[config.mk]
export PLATFORM = sky130hd
export DESIGN_NAME = y2r_para_load
export DESIGN_NICKNAME = d
export VERILOG_FILES = /design/src/rtl/y2r_pkg.sv /design/src/rtl/y2r_para_bank.sv /design/src/rtl/y2r_para_load.sv
export SDC_FILE = /design/constraint.sdc
export NUM_CORES = 1
export LEC_CHECK = 0
export ABC_AREA = 1
export ABC_CLOCK_PERIOD_IN_PS = 1600
export CAP_MARGIN = 10
export CORE_UTILIZATION = 35
export DETAILED_ROUTE_END_ITERATION = 6
export GPL_ROUTABILITY_DRIVEN = 0
export REMOVE_ABC_BUFFERS = 1
export SKIP_CTS_REPAIR_TIMING = 1
export SYNTH_ARGS = -nofsm -noshare
export SYNTH_HDL_FRONTEND = slang
export SYNTH_SLANG_ARGS = --single-unit
[constraint.sdc]
create_clock -name clk_in -period 1.6 [get_ports clk_in]
set_input_delay 0.32 -clock clk_in [delete_from_list [all_inputs] [get_ports clk_in]]
set_output_delay 0.32 -clock clk_in [all_outputs]
set_load 0.03 [all_outputs]
[src/rtl/y2r_pkg.sv]
// Shared definitions for the y2r parameter path: address map, shift limits,
// writer FSM states and the shift-exponent clamp used by writer and decoder.
package y2r_pkg;

  localparam int PARA_DW_DEF = 12;

  localparam logic [3:0] A_Y00   = 4'd0;
  localparam logic [3:0] A_Y01   = 4'd1;
  localparam logic [3:0] A_Y02   = 4'd2;
  localparam logic [3:0] A_Y10   = 4'd3;
  localparam logic [3:0] A_Y11   = 4'd4;
  localparam logic [3:0] A_Y12   = 4'd5;
  localparam logic [3:0] A_Y20   = 4'd6;
  localparam logic [3:0] A_Y21   = 4'd7;
  localparam logic [3:0] A_Y22   = 4'd8;
  localparam logic [3:0] A_Y03   = 4'd9;
  localparam logic [3:0] A_Y13   = 4'd10;
  localparam logic [3:0] A_Y23   = 4'd11;
  localparam logic [3:0] A_SHIFT = 4'd12;

  localparam logic [4:0] SHIFT_MIN = 5'd8;
  localparam logic [4:0] SHIFT_MAX = 5'd17;

  typedef enum logic [1:0] {
    IDLE   = 2'd0,
    PEND   = 2'd1,
    COMMIT = 2'd2
  } y2r_state_e;

  // Keeps the exponent inside the range the datapath rounding logic supports.
  function automatic logic [4:0] shift_clamp(input logic [4:0] raw);
    logic [4:0] res;
    if (raw < SHIFT_MIN) begin
      res = SHIFT_MIN;
    end else if (raw > SHIFT_MAX) begin
      res = SHIFT_MAX;
    end else begin
      res = raw;
    end
    return res;
  endfunction

endpackage

[src/rtl/y2r_para_bank.sv]
// One parameter slot: a shadow register written by the word stream and an
// active register that copies the shadow only when commit is enabled.
module y2r_para_bank #(
  parameter int             W       = 12,
  parameter logic [W-1:0]   RST_VAL = '0
) (
  input  logic         clk_in,
  input  logic         rst_n,
  input  logic         wr_en_i,
  input  logic [W-1:0] wr_data_i,
  input  logic         commit_en_i,
  output logic [W-1:0] act_o
);

  logic [W-1:0] shadow_q;
  logic [W-1:0] shadow_d;
  logic [W-1:0] act_q;
  logic [W-1:0] act_d;

  always_comb begin
    shadow_d = shadow_q;
    act_d    = act_q;
    if (wr_en_i) begin
      shadow_d = wr_data_i;
    end
    if (commit_en_i) begin
      act_d = shadow_q;
    end
  end

  always_ff @(posedge clk_in or negedge rst_n) begin
    if (!rst_n) begin
      shadow_q <= RST_VAL;
      act_q    <= RST_VAL;
    end else begin
      shadow_q <= shadow_d;
      act_q    <= act_d;
    end
  end

  assign act_o = act_q;

endmodule

[src/rtl/y2r_para_load.sv]
// y2r parameter writer: collects a parameter set into shadow registers and
// commits it atomically to the active outputs at the next frame boundary.
module y2r_para_load
  import y2r_pkg::*;
#(
  parameter int PARA_DW = PARA_DW_DEF,
  parameter int OFS_DW  = PARA_DW + 8
) (
  input  logic              clk_in,
  input  logic              rst_n,
  input  logic              wr_valid,
  output logic              wr_ready,
  input  logic [3:0]        wr_addr,
  input  logic [OFS_DW-1:0] wr_data,
  input  logic              wr_last,
  input  logic              frame_start,
  output logic [PARA_DW-1:0] y2r_00,
  output logic [PARA_DW-1:0] y2r_01,
  output logic [PARA_DW-1:0] y2r_02,
  output logic [PARA_DW-1:0] y2r_10,
  output logic [PARA_DW-1:0] y2r_11,
  output logic [PARA_DW-1:0] y2r_12,
  output logic [PARA_DW-1:0] y2r_20,
  output logic [PARA_DW-1:0] y2r_21,
  output logic [PARA_DW-1:0] y2r_22,
  output logic [OFS_DW-1:0] y2r_03,
  output logic [OFS_DW-1:0] y2r_13,
  output logic [OFS_DW-1:0] y2r_23,
  output logic [4:0]        shift_bit,
  output logic              para_vld,
  output logic              para_upd,
  output logic              wr_err
);

  y2r_state_e state_q;
  y2r_state_e state_d;

  logic xfer;
  logic commit_en;
  logic unmapped;

  logic [8:0] coef_we;
  logic [2:0] ofs_we;
  logic       shift_we;

  logic [PARA_DW-1:0] coef_act [9];
  logic [OFS_DW-1:0]  ofs_act  [3];
  logic [4:0]         shift_act;

  logic para_vld_q, para_vld_d;
  logic para_upd_q, para_upd_d;
  logic wr_err_q,   wr_err_d;

  always_ff @(posedge clk_in or negedge rst_n) begin
    if (!rst_n) begin
      state_q <= IDLE;
    end else begin
      state_q <= state_d;
    end
  end

  // A last word landing together with frame_start only closes the set;
  // the commit waits for a later frame boundary seen while in PEND.
  always_comb begin
    state_d = state_q;
    case (state_q)
      IDLE: begin
        if (xfer && wr_last) begin
          state_d = PEND;
        end
      end
      PEND: begin
        if (frame_start) begin
          state_d = COMMIT;
        end
      end
      COMMIT: begin
        state_d = IDLE;
      end
      default: begin
        state_d = IDLE;
      end
    endcase
  end

  always_comb begin
    wr_ready  = (state_q == IDLE);
    commit_en = (state_q == COMMIT);
  end

  assign xfer     = wr_valid && wr_ready;
  assign unmapped = wr_addr > A_SHIFT;
  assign shift_we = xfer && (wr_addr == A_SHIFT);

  for (genvar k = 0; k < 9; k++) begin : g_coef
    assign coef_we[k] = xfer && (wr_addr == A_Y00 + 4'(k));

    y2r_para_bank #(
      .W       (PARA_DW),
      .RST_VAL ('0)
    ) u_bank (
      .clk_in      (clk_in),
      .rst_n       (rst_n),
      .wr_en_i     (coef_we[k]),
      .wr_data_i   (wr_data[PARA_DW-1:0]),
      .commit_en_i (commit_en),
      .act_o       (coef_act[k])
    );
  end

  for (genvar k = 0; k < 3; k++) begin : g_ofs
    assign ofs_we[k] = xfer && (wr_addr == A_Y03 + 4'(k));

    y2r_para_bank #(
      .W       (OFS_DW),
      .RST_VAL ('0)
    ) u_bank (
      .clk_in      (clk_in),
      .rst_n       (rst_n),
      .wr_en_i     (ofs_we[k]),
      .wr_data_i   (wr_data),
      .commit_en_i (commit_en),
      .act_o       (ofs_act[k])
    );
  end

  // The exponent is clamped on the way into the shadow so the active value
  // is always legal for the decoder.
  y2r_para_bank #(
    .W       (5),
    .RST_VAL (SHIFT_MIN)
  ) u_shift_bank (
    .clk_in      (clk_in),
    .rst_n       (rst_n),
    .wr_en_i     (shift_we),
    .wr_data_i   (shift_clamp(wr_data[4:0])),
    .commit_en_i (commit_en),
    .act_o       (shift_act)
  );

  always_comb begin
    para_upd_d = commit_en;
    para_vld_d = para_vld_q || commit_en;
    wr_err_d   = wr_err_q || (xfer && unmapped);
  end

  always_ff @(posedge clk_in or negedge rst_n) begin
    if (!rst_n) begin
      para_upd_q <= 1'b0;
      para_vld_q <= 1'b0;
      wr_err_q   <= 1'b0;
    end else begin
      para_upd_q <= para_upd_d;
      para_vld_q <= para_vld_d;
      wr_err_q   <= wr_err_d;
    end
  end

  assign y2r_00    = coef_act[0];
  assign y2r_01    = coef_act[1];
  assign y2r_02    = coef_act[2];
  assign y2r_10    = coef_act[3];
  assign y2r_11    = coef_act[4];
  assign y2r_12    = coef_act[5];
  assign y2r_20    = coef_act[6];
  assign y2r_21    = coef_act[7];
  assign y2r_22    = coef_act[8];
  assign y2r_03    = ofs_act[0];
  assign y2r_13    = ofs_act[1];
  assign y2r_23    = ofs_act[2];
  assign shift_bit = shift_act;
  assign para_vld  = para_vld_q;
  assign para_upd  = para_upd_q;
  assign wr_err    = wr_err_q;

endmodule
==> results of run 1 <==
==> metal layers <==
metal	up-vias	routed length, um
met4	0	473
met1	4741	16300
met3	35	1880
met5	-	0
met2	226	15900
li1	4820	-
==> worst min-delay path, stage by stage <==
cell	delay, ps
sky130_fd_sc_hd__clkdlybuf4s50_1	420
sky130_fd_sc_hd__inv_1	60
sky130_fd_sc_hd__nor2_1	40
==> path summary, 6_finish.rpt <==
check                      cells past startpoint  slack [ps]                                   from                                        to
min reg2reg                                    2         460  g_ofs[1].u_bank.act_o[15]$_DFFE_PN0P_     g_ofs[1].u_bank.act_o[15]$_DFFE_PN0P_
max reg2reg                                    9         120                 state_q[1]$_DFFE_PN0P_  g_ofs[0].u_bank.shadow_q[11]$_DFFE_PN0P_
max                                            1          30  g_coef[8].u_bank.act_o[2]$_DFFE_PN0P_                                 y2r_22[2]
min in group asynchronous                      2         350                                  rst_n     g_coef[4].u_bank.act_o[4]$_DFFE_PN0P_
min                                            3         340                            frame_start                    state_q[1]$_DFFE_PN0P_
max in group asynchronous                      3         590                                  rst_n  g_ofs[2].u_bank.shadow_q[15]$_DFFE_PN0P_
==> cells by family (layout without fill, tap and decap cells) <==
family                 count (synthesis)  count (layout)  synth area share, %
AND/OR/NAND/NOR                      791             791                 23.1
flip-flops                           351             351                 66.4
AO/OA/AOI/OAI                        152             152                 6.05
buffers and inverters                105             364                 4.42
==> flip-flops by register name, summed over array words and instances, names as in the netlist <==
register and flops:
g_ofs.u_bank.shadow_q 60, g_ofs.u_bank.act_o 60, g_coef.u_bank.act_o 108, wr_err 1, u_shift_bank.shadow_q 5, para_upd 1, g_coef.u_bank.shadow_q 108, u_shift_bank.act_o 5
para_vld 1, state_q 2
==> Yosys cell counts (all sizes together) <==
master	n	area share (%)
nor2	18	0.57
o21bai	1	0.057
nand2	767	22
dfstp	2	0.40
clkbuf	7	0.20
nor3	2	0.15
or2	1	0.047
inv	33	0.94
buf	65	3.3
dfrtp	349	66
o21ai	151	6.0
nand3	3	0.11
==> cell type report <==
type,instances,area share [%]
multi-input combinational,943,21.6
inverter,33,0.720
sequential,351,49.1
clock inverter,15,1.06
timing repair buffer,261,17.8
clock buffer,55,6.18
tap,504,3.52
==> layout by cell type, fill, tap and decap left out <==
cell	instances
sky130_fd_sc_hd__buf_4	29
sky130_fd_sc_hd__nand3_1	3
sky130_fd_sc_hd__nor3_2	2
sky130_fd_sc_hd__clkinv_2	7
sky130_fd_sc_hd__clkbuf_16	40
sky130_fd_sc_hd__dlymetal6s2s_1	164
sky130_fd_sc_hd__dfstp_2	2
sky130_fd_sc_hd__nand2_4	9
sky130_fd_sc_hd__dfrtp_1	349
sky130_fd_sc_hd__nand2_1	758
sky130_fd_sc_hd__buf_12	26
sky130_fd_sc_hd__bufinv_16	4
sky130_fd_sc_hd__clkbuf_1	9
sky130_fd_sc_hd__or2_2	1
sky130_fd_sc_hd__o21ai_0	30
sky130_fd_sc_hd__nor2_1	16
sky130_fd_sc_hd__clkbuf_8	7
sky130_fd_sc_hd__o21ai_2	10
sky130_fd_sc_hd__buf_8	1
sky130_fd_sc_hd__dlygate4sd3_1	1
sky130_fd_sc_hd__nor2_4	2
sky130_fd_sc_hd__clkdlybuf4s50_1	27
sky130_fd_sc_hd__buf_16	1
sky130_fd_sc_hd__o21bai_1	1
sky130_fd_sc_hd__clkbuf_2	10
sky130_fd_sc_hd__buf_2	1
sky130_fd_sc_hd__clkinvlp_4	1
sky130_fd_sc_hd__inv_2	1
sky130_fd_sc_hd__inv_6	4
sky130_fd_sc_hd__o21ai_1	111
sky130_fd_sc_hd__inv_1	31
==> metrics by stage <==
stage	hold slack [ps]	area (um2)	setup WS, ps
2_1_floorplan	24.4	12800	-10050
3_3_place_gp	311	16200	-168
3_5_place_dp	317	16200	-198
4_1_cts	-243	17500	-464
5_1_grt	358	17900	0.116
6_report	344	17900	33.7
==> power groups by stage <==
| stage | Combinational [mW] | Sequential [mW] | Clock [mW] |
|---|---|---|---|
| final | 10.9 | 13.7 | 9.05 |
| after global routing | 11.8 | 14.1 | 9.66 |
| after CTS | 11.4 | 13.8 | 9.30 |
| after detailed placement | 11.3 | 13.9 | 0 |
| after global placement | 11.1 | 13.9 | 0 |
| after floorplan | 2.60 | 17.2 | 0 |
==> flow_summary.ini, run 1 <==
[placed_design]
dp_cells = 2090
number_of_buffer_cells_added_on_primary_ports = 205
detailedPlacementHpwl_mm = 21.9

[global_route]
grt_antenna_before_repair = 0
grt.met3_usage_pct = 3.71
grt.met1_usage_pct = 25.2
grt_pass1_wl_mm = 54.6
top_usage_layer = met2
combined_global_route_utilization_of_all_metal_layers_pct = 18.1
grtUsageMet2_pct = 29.1
globalRouteOverflowTotal = 0
grt_pass1_vias = 9895
grt_start_max_net_pins = 108

[synth]
post_synth_instance_area_um2 = 13200
number_of_unique_standard_cell_types_used_by_synthesis = 19
synth-seq-cells = 351
netlist_instances = 1399
avgSynthCellArea_um2 = 9.46
synth_sequential_area_ratio_pct = 66.4
yosysWarningCount = 0

[clock_network]
clk-insertion-delay-late_ps = 530
cts.sink_count = 351
cts-htree-levels = 2
cts_made_buffers = 39
worst_setup_hold_path_clk_slew_ps = 60
cts_tree = yes
ctsRootBufferMaster = sky130_fd_sc_hd__clkbuf_16
deepest_clock_path_buffer_count = 3

[die]
dieWidth_um = 196
initial_utilization_pct = 35.9
floorplan.core_area_um2 = 36900
io_pins = 206
fp.dieH_um = 196
dieArea_um2 = 38600
row_count = 70

[critical_path]
worst-setup-path-type = reg2out
worst_ep_required_time_ps = 1280
timing.critical_path.arrival_ps = 1250
crit_path_cell_trace = dlymetal6s2s_1
timing.critical_path.to_type = primary output
critical_path.max_fanout = 2
worst_path_max_delay_cell = sky130_fd_sc_hd__dfrtp_1
critical-path-top-delay-family = flip-flops
setup.worst_path.start_class = register
worst_path_largest_cell_delay_ps = 400
worstPathBufferInverterCount = 1

[finish]
total_number_of_nets_in_the_final_design = 1658
layoutNonFillerInstCount = 2162
num-fill-cells = 3551
drive_above_1_share_pct = 9.53
antenna-diode-count = 0
area_delta_synth_final_pct = 35.3
seq_area_um2 = 8790
multiInputGateArea_um2 = 3870
final_util_pct = 48.6

[timing]
post-route-min-period_ps = 1570
final-setup-viol-count = 0
drv_slew = 0
post-route-period-util_pct = 97.9
worst_clock_skew_ps = 21.2
maxClockFrequency_mhz = 638
transition_time_at_the_pin_with_the_least_slew_margin_ps = 582
worst_slew_margin_relative_to_its_limit_pct = 61.2
rsz0062_at_grt = no
final_hold_violation_count = 0
summed_negative_setup_slack_over_all_endpoints_ps = 0

[pwr]
pwr_density_nw_per_um2 = 1880
switchingPower_mw = 12.1
switching_share_pct = 35.9
p_leak_nw = 11.4
fin_total_pwr_mw = 33.6
clkPwrFrac_pct = 26.9
irDropWorstVdd_v = 0.00107
comb_power_share_pct = 32.3
p_int_mw = 21.6
part_of_the_total_power_dissipated_in_sequential_elements_pct = 40.8

[worst_hold_path]
min_path_type = in2reg

[detailed_routing]
wirelength_mm = 34.6
drt_iter0_drc = 450
dr_total_vias = 9822
drtAntennaViolNets = 0
post_drt_via_cell_ratio = 4.54
wl_per_cell_um = 16.0
pre_antenna_drt_iters = 5
drc = 0

[outcome]
outcome = completed

[flow_run]
timing.max_cap.violations = 0
No activity file was read; power rests on OpenSTA's default activity.
==> run 2: changes to the inputs <==
--- a/config.mk
+++ b/config.mk
@@ -5,7 +5,6 @@
 export SDC_FILE = /design/constraint.sdc
 export NUM_CORES = 1
 export LEC_CHECK = 0
-export ABC_AREA = 1
 export ABC_CLOCK_PERIOD_IN_PS = 1600
 export CAP_MARGIN = 10
 export CORE_UTILIZATION = 35
==> flow_summary.ini, run 2 <==
[synth]
yosysWarningCount = 0
netlist.top_cell.by_area = sky130_fd_sc_hd__dfrtp_1
synth_sequential_area_ratio_pct = 66.5
post_synth_instance_area_um2 = 13200
synth-seq-cells = 351
number_of_unique_standard_cell_types_used_by_synthesis = 24
synthMostInstantiatedCell = sky130_fd_sc_hd__dfrtp_1
synth_top_flop_cell = sky130_fd_sc_hd__dfrtp_1
netlist_instances = 780
most_area_consuming_cells_after_synthesis = sky130_fd_sc_hd__dfrtp_1 (66%), sky130_fd_sc_hd__mux2_2 (29%), sky130_fd_sc_hd__buf_4 (1.0%)
ys_top_cells_by_count = sky130_fd_sc_hd__dfrtp_1 (349), sky130_fd_sc_hd__mux2_2 (346), sky130_fd_sc_hd__buf_4 (18)
netlist.area_leader.share_pct = 66.1
postSynth.asyncResetShare_pct = 100
avgSynthCellArea_um2 = 16.9
synth_edf_count = 0

[detailed_routing]
wl_met3_mm = 1.53
route.top_layer_used = met4
dr_total_vias = 7465
drtAntennaViolNets = 0
wirelength_mm = 32.8
drc = 0
post_drt_via_cell_ratio = 4.67
wl_met2_mm = 15.0
pre_antenna_drt_iters = 4
drt_iter0_drc = 200
wl_met1_mm = 15.8
wl_per_cell_um = 20.5

[timing]
summed_negative_setup_slack_over_all_endpoints_ps = -25280
worst_clock_skew_ps = 7.75
rsz0062_at_grt = yes
post-route-period-util_pct = 113
drv_slew = 0
post-route-min-period_ps = 1800
transition_time_at_the_pin_with_the_least_slew_margin_ps = 554
setup_ws_ps = -204
maxClockFrequency_mhz = 554
worst_slew_margin_relative_to_its_limit_pct = 63.0
final-setup-viol-count = 270
final_hold_violation_count = 0

[die]
fp.dieH_um = 196
dieArea_um2 = 38500
row_count = 70
initial_utilization_pct = 35.8
dieWidth_um = 196
io_pins = 206
floorplan.core_area_um2 = 36900

[finish]
total_number_of_nets_in_the_final_design = 1099
antenna-diode-count = 0
final_util_pct = 51.3
num-fill-cells = 3102
layout_commonest_cell = sky130_fd_sc_hd__dfrtp_1
mostFrequentLayoutCells = sky130_fd_sc_hd__dfrtp_1 (349), sky130_fd_sc_hd__mux2_2 (295), sky130_fd_sc_hd__dlymetal6s2s_1 (172)
area_delta_synth_final_pct = 43.1
drive_above_1_share_pct = 46.9

[clock_network]
clk-insertion-delay-late_ps = 540
cts.sink_count = 351
cts-htree-levels = 2
cts_tree = yes
ctsRootBufferMaster = sky130_fd_sc_hd__clkbuf_16
worst_setup_hold_path_clk_slew_ps = 60
deepest_clock_path_buffer_count = 3
cts_made_buffers = 40

[pwr]
pwr_density_nw_per_um2 = 1930
fin_total_pwr_mw = 36.5
irDropWorstVdd_v = 0.00129
p_leak_nw = 10.7

[global_route]
grt_antenna_before_repair = 0
combined_global_route_utilization_of_all_metal_layers_pct = 15.6
grt_pass1_vias = 7872
grt_pass1_wl_mm = 46.5
grt_start_max_net_pins = 63
globalRouteOverflowTotal = 0

[worst_hold_path]
min_path_type = in2async

[critical_path]
timing.critical_path.arrival_ps = 2230
worst_path_largest_cell_delay_ps = 400
setup.worst_path.start_class = register
worst_path_max_delay_cell = sky130_fd_sc_hd__dfrtp_1
worst-setup-path-type = reg2reg
critical-path-top-delay-family = simple AND/OR/NAND/NOR gates
slack_of_the_worst_reg_to_reg_path_ps = -200
critical_path.max_fanout = 15
worstPathBufferInverterCount = 2
timing.critical_path.to_type = register
worst_ep_required_time_ps = 2020
crit_path_cell_trace = nor4b_4 -> buf_4 -> and4b_2 -> buf_12 -> mux2_2

[outcome]
failed_checks = negative setup slack
outcome = complete, but fails checks

[placed_design]
detailedPlacementHpwl_mm = 19.2
number_of_buffer_cells_added_on_primary_ports = 205

[flow_run]
timing.max_cap.violations = 0
run 2: cell count changes after synthesis, moves of 12 or more:
cell,delta
sky130_fd_sc_hd__nand2_1,-749
sky130_fd_sc_hd__nor2_1,-12
sky130_fd_sc_hd__buf_2,-38
sky130_fd_sc_hd__o21ai_0,-30
sky130_fd_sc_hd__inv_1,-31
sky130_fd_sc_hd__o21ai_1,-111
sky130_fd_sc_hd__mux2_2,+346
sky130_fd_sc_hd__buf_4,+18
run 2: cell type report:
cell class	instances	area [um2]	area share, %
well taps	504	631	3.33
inverters	1	3.75	0.0198
clock inverters	11	185	0.979
flip-flops and latches	351	8790	46.5
multi-input cells	380	4370	23.1
repair buffers	296	3820	20.2
clock buffers	56	1120	5.93
run 2: path summary, 6_finish.rpt:
check,startpoint,end,cells past startpoint
max,state_q[1]$_DFFE_PN0P_,g_ofs[1].u_bank.shadow_q[10]$_DFFE_PN0P_,5
min,rst_n,g_coef[4].u_bank.shadow_q[4]$_DFFE_PN0P_,2
max reg2reg,state_q[1]$_DFFE_PN0P_,g_ofs[1].u_bank.shadow_q[10]$_DFFE_PN0P_,5
min reg2reg,para_vld$_DFF_PN0_,para_vld$_DFF_PN0_,1
max in group asynchronous,rst_n,g_ofs[1].u_bank.act_o[11]$_DFFE_PN0P_,3
min in group clk_in,frame_start,state_q[1]$_DFFE_PN0P_,3
run 2: cell families (layout without fill, tap and decap cells):
group | after synthesis | in the layout | synth area share, %
flip-flops | 351 | 351 | 66.5
multiplexers | 347 | 347 | 29.6
buffers and inverters | 49 | 364 | 2.34
AND/OR/NAND/NOR | 31 | 31 | 1.54
AO/OA/AOI/OAI | 2 | 2 | 0.0946
run 2: worst register-to-register path: stages (launching register included):
cell	delay, ps
sky130_fd_sc_hd__dfrtp_1	400
sky130_fd_sc_hd__nor4b_4	270
sky130_fd_sc_hd__buf_4	180
sky130_fd_sc_hd__and4b_2	290
sky130_fd_sc_hd__buf_12	190
sky130_fd_sc_hd__mux2_2	360
run 2: layer usage:
layer | vias up | track usage (%)
met5 | - | 0
met4 | 0 | 5.32
met3 | 36 | 4.00
met2 | 151 | 24.6
met1 | 3941 | 21.0
li1 | 3337 | -
run 2: where the power goes:
group / leakage [nW] / internal (mW) / switching (mW)
Sequential: 4.45 / 12.3 / 1.80
Combinational: 5.58 / 6.25 / 6.95
Clock: 0.634 / 5.67 / 3.51
Total: 10.7 / 24.2 / 12.3
run 2: stage by stage:
step | worst slack, ps | hold WS (ps) | instances | area [um2]
global placement | -523 | 252 | 1505 | 16400
finish | -204 | 287 | 1599 | 18900
floorplan | -7540 | 24.4 | 732 | 12900
CTS | -467 | -336 | 1572 | 17700
global route | -238 | 289 | 1599 | 18900
detailed placement | -540 | 249 | 1505 | 16400
